[src/rtl/pwm_capture.sv]
// PWM receiver: measures high time and period of a pin waveform and
// recovers the duty code, flagging bad periods and a dead line.
module pwm_capture #(
  parameter  int PERIOD = 16,
  localparam int DUTY_W = $clog2(PERIOD),
  localparam int CNT_W  = $clog2(PERIOD) + 1
) (
  input  logic              clk,
  input  logic              reset,
  input  logic              pwm_in,
  output logic [DUTY_W-1:0] duty,
  output logic              duty_valid,
  output logic              period_err,
  output logic              stuck_low
);

  typedef enum logic [1:0] {
    WAIT_RISE,
    MEAS_HIGH,
    MEAS_LOW
  } state_t;

  localparam logic [CNT_W-1:0] P   = CNT_W'(PERIOD);
  localparam logic [CNT_W-1:0] ONE = CNT_W'(1);

  state_t           r_state;
  logic             r_s1;
  logic             r_s2;
  logic             r_s3;
  logic [CNT_W-1:0] r_hcnt;
  logic [CNT_W-1:0] r_pcnt;
  logic [CNT_W-1:0] r_lrun;

  logic             w_rise;
  logic             w_fall;
  logic [CNT_W-1:0] w_lrun_nxt;
  logic             w_timeout;

  always_comb begin
    w_rise = r_s2 & ~r_s3;
    w_fall = ~r_s2 & r_s3;
    if (r_s2) begin
      w_lrun_nxt = '0;
    end else if (r_lrun == P) begin
      w_lrun_nxt = r_lrun;
    end else begin
      w_lrun_nxt = r_lrun + ONE;
    end
    w_timeout = (w_lrun_nxt == P);
  end

  // Sync flops reset high so a pin already high never looks like a rise.
  always_ff @(posedge clk) begin
    if (reset) begin
      r_s1       <= 1'b1;
      r_s2       <= 1'b1;
      r_s3       <= 1'b1;
      r_state    <= WAIT_RISE;
      r_hcnt     <= '0;
      r_pcnt     <= '0;
      r_lrun     <= '0;
      duty       <= '0;
      duty_valid <= 1'b0;
      period_err <= 1'b0;
      stuck_low  <= 1'b0;
    end else begin
      r_s1       <= pwm_in;
      r_s2       <= r_s1;
      r_s3       <= r_s2;
      r_lrun     <= w_lrun_nxt;
      stuck_low  <= w_timeout;
      duty_valid <= 1'b0;
      unique case (r_state)
        WAIT_RISE: begin
          if (w_rise) begin
            r_state <= MEAS_HIGH;
            r_hcnt  <= ONE;
            r_pcnt  <= ONE;
          end
        end
        MEAS_HIGH: begin
          if (w_fall) begin
            r_pcnt  <= r_pcnt + ONE;
            r_state <= MEAS_LOW;
          end else if (r_hcnt == P) begin
            // Line never fell within a period: report full duty.
            duty       <= DUTY_W'(PERIOD - 1);
            duty_valid <= 1'b1;
            period_err <= 1'b0;
            r_hcnt     <= ONE;
            r_pcnt     <= ONE;
          end else begin
            r_hcnt <= r_hcnt + ONE;
            r_pcnt <= r_pcnt + ONE;
          end
        end
        MEAS_LOW: begin
          if (w_rise) begin
            if (r_pcnt == P) begin
              duty       <= DUTY_W'(r_hcnt - ONE);
              duty_valid <= 1'b1;
              period_err <= 1'b0;
            end else begin
              period_err <= 1'b1;
            end
            r_hcnt  <= ONE;
            r_pcnt  <= ONE;
            r_state <= MEAS_HIGH;
          end else if (w_timeout) begin
            r_state <= WAIT_RISE;
          end else begin
            r_pcnt <= r_pcnt + ONE;
          end
        end
        default: r_state <= WAIT_RISE;
      endcase
    end
  end

endmodule

[config.mk]
export PLATFORM = sky130hd
export DESIGN_NAME = pwm_capture
export DESIGN_NICKNAME = d
export VERILOG_FILES = /design/src/rtl/pwm_capture.sv
export SDC_FILE = /design/constraint.sdc
export NUM_CORES = 1
export LEC_CHECK = 0
export CORE_MARGIN = 2
export CORE_UTILIZATION = 52
export CTS_BUF_LIST = sky130_fd_sc_hd__clkbuf_16
export DETAILED_ROUTE_END_ITERATION = 10
export GPL_TIMING_DRIVEN = 0
export PLACE_DENSITY = 0.71
export SYNTH_ARGS = -nofsm -noshare
export SYNTH_HDL_FRONTEND = slang
export SYNTH_SLANG_ARGS = --single-unit
[constraint.sdc]
create_clock -name clk -period 3.1 [get_ports clk]
set_input_delay 0.31 -clock clk [delete_from_list [all_inputs] [get_ports clk]]
set_output_delay 0.31 -clock clk [all_outputs]
set_load 0.03 [all_outputs]
==> metrics.txt <==
crit path DAT 2.50 ns; Hold Path Class flip-flop to flip-flop; Max Cap Viol 0; Synth Flop Type dfxtp_1; Critical R2R Launch r_lrun[0]; CP endpoint kind flip-flop; simple-gate portion of the synthesized area 21.4%; XOR/XNOR share of the synthesized area 4.56%; status finished, final reports clean; Leak 0.615 nW; Critical Path Start Type flip-flop; Post-CTS Setup Inserts 0; WP buf/inv 1; Net Count, Synth 196; Residual DRC 0; post-synthesis compound-gate area fraction 19.4%; post-synthesis mux area share 3.01%; ANT cells 0; crit path kind flip-flop to flip-flop; Vias 1246; Final Instance Area 1750 um^2; worst r2r path cells 8; count leader, synth dfxtp_1; Post-synth top cells dfxtp_1 (27), nand2_1 (19), a21oi_1 (13), inv_1 (13), nor2_1 (13); Req. time, crit path 3.31 ns; Final Worst Setup Slack 0.805 ns; Layout Utilization 62.9%; period utilization 74.0%; worst-path maximum fanout 8; chip width 58.4 um; initial antenna violation count 0; synth top area cells dfxtp_1 (35%), ha_1 (9.8%), nand2_1 (4.6%); post-synthesis async set-or-reset flop share 0%; largest family of logic cells by synthesized area simple AND/OR/NAND/NOR gates; CP max stage cell a2111o_1; gpl congestion 0.879; number of synthesized register bits 27; cell taking the most area after synthesis dfxtp_1; first-pass GRT wire length 5150 um; Post-Syn Area 1540 um^2; root buf cell clkbuf_16; crit path launch r_lrun[0]; final antenna-violating net count 0; Final setup viols 0; number of synthesized flops with an enable pin 0; Critical Path End r_pcnt[1]; Mapped Cells 181; Setup WS pre-CTS 0.839 ns; Resized Gates After CTS 0; WL/cell 13.3 um; R2R setup slack 0.80 ns; Max VDD drop 0.390 mV; hpwl dp 2220 um; GRT Residual Overflow 0; row cnt 19; Layout area overhead 13.8%; syn avg cell area 8.50 um^2; largest net degree at the start of global routing 17; Die ar. 3410 um^2; final wirelength 2990 um; DRT iter0 DRCs 51; drt first pass iters 4; nets@finish 210; dpl cell area 1670 um^2; worst r2r dst r_pcnt[1]; measured slew at the worst slew-check pin 0.667 ns; Vias/cell 5.54; top-area cell type share of the netlist area 35.2%; die height 58.4 um; # IOs 10; Largest stage delay, worst path 0.46 ns; sequential element share of the synthesized area 35.2%; core box area 2780 um^2; CP top delay family compound AO/OA/AOI/OAI gates; RSZ-0062 raised after global routing false; Setup TNS 0 ns; relative slew slack 55.0%; Clock Sinks 27; Worst path depth 8; Port Buf Inserts 9; Clock Skew 0.00526 ns; vias in the first global route 1159; max frequency 436 MHz; CTS tree yes; Synth cell types 46; CTS H-tree depth 1; CP Cell Sequence ha_1 -> mux2i_1 -> o311ai_0 -> a2111o_1 -> o21a_1 -> buf_6 -> mux2_4 -> nor2_2; Initial Util 55.3%; insertion delay to the later sink of the worst-skew pair 0.26 ns; Syn. warnings 0; layout cells sized above 1 10.3%; GRT Total Usage 19.4%; # hold bufs at CTS 0; Max clock buf depth 2; Cell Pwr Density 395 nW/um^2; min cycle time layout 2.30 ns; CTS Buf Count 3; Slew Limit Fails 0; Layout fillers 242; post-synthesis adder-cell area fraction 9.76%; Final Hold Vio Count 0; Clock transition at path regs 0.07 ns
[worst min-delay path by stage]
stage          start    to  slack [ns]  cells after the start
6_report        r_s1  r_s2        0.42                      1
5_1_grt         r_s1  r_s2        0.44                      1
4_1_cts         r_s1  r_s2        0.42                      1
3_5_place_dp    r_s1  r_s2        0.41                      1
3_3_place_gp    r_s1  r_s2        0.39                      1
2_1_floorplan   r_s1  r_s2        0.39                      1
[registers in the layout (all words and copies together) (netlist names), 2 cells and up]
register,cells
r_hcnt,5
duty,4
r_state,2
r_pcnt,5
r_lrun,5
[report_power, final]
part / switching (mW) / total, mW / internal [mW]
combinational: 0.0222 / 0.0394 / 0.0172
clock: 0.120 / 0.296 / 0.175
sequential: 0.00461 / 0.355 / 0.351
[layout make-up]
type                       instances  area (um^2)  share of cell area [%]
multi-input combinational        132          893                    51.1
sequential                        27          541                    30.9
timing repair buffer               9         90.1                    5.15
clock buffer                       3         75.1                    4.29
buffer                             9         55.1                    3.15
inverter                          13         48.8                    2.79
tap                               31         38.8                    2.22
clock inverter                     1         7.51                   0.429
[layout by cell type, fill, tap and decap left out, types with 2 or more instances in the layout]
master           Yosys  layout
nand3_1              7       7
clkbuf_16            0       3
a31oi_1              4       4
clkdlybuf4s50_1      0       9
nand4_1              3       3
xor2_1               5       5
nand2b_1             4       4
buf_6                2       2
or2_2                4       4
nor3_1               4       4
o21ai_0              4       4
a21o_1               5       5
a21oi_1             13      13
a211oi_1             2       2
nor2b_1              3       3
dfxtp_1             27      27
clkbuf_1             5       5
xnor2_1              3       3
nor2_1              13      13
ha_1                12      12
nor3b_1              2       2
nand2_1             19      19
mux2i_1              2       2
inv_1               13      13
a21bo_2              2       2
[layer usage]
layer | GRT usage, % | routed length (um)
met5 | 0 | 0
met4 | 3.99 | 0
met1 | 23.6 | 1430
met2 | 34.2 | 1450
met3 | 5.27 | 104
[through the flow]
stage	hold WS, ns	cells	total power, mW
CTS	0.425	225	0.699
finish	0.419	225	0.690
detailed placement	0.408	221	0.402
global placement	0.391	221	0.401
global route	0.439	225	0.721
floorplan	0.389	181	0.391
[logic make-up after synthesis]
kind of cell               after synthesis
xor gates and xnor gates                 8
DFF                                     27
AOI/OAI and AO/OA                       43
adders and majority gates               12
and+or+nand+nor                         65
buffers and inverters                   22
muxes                                    4
Note: power is estimated with default switching activity, not from simulation.
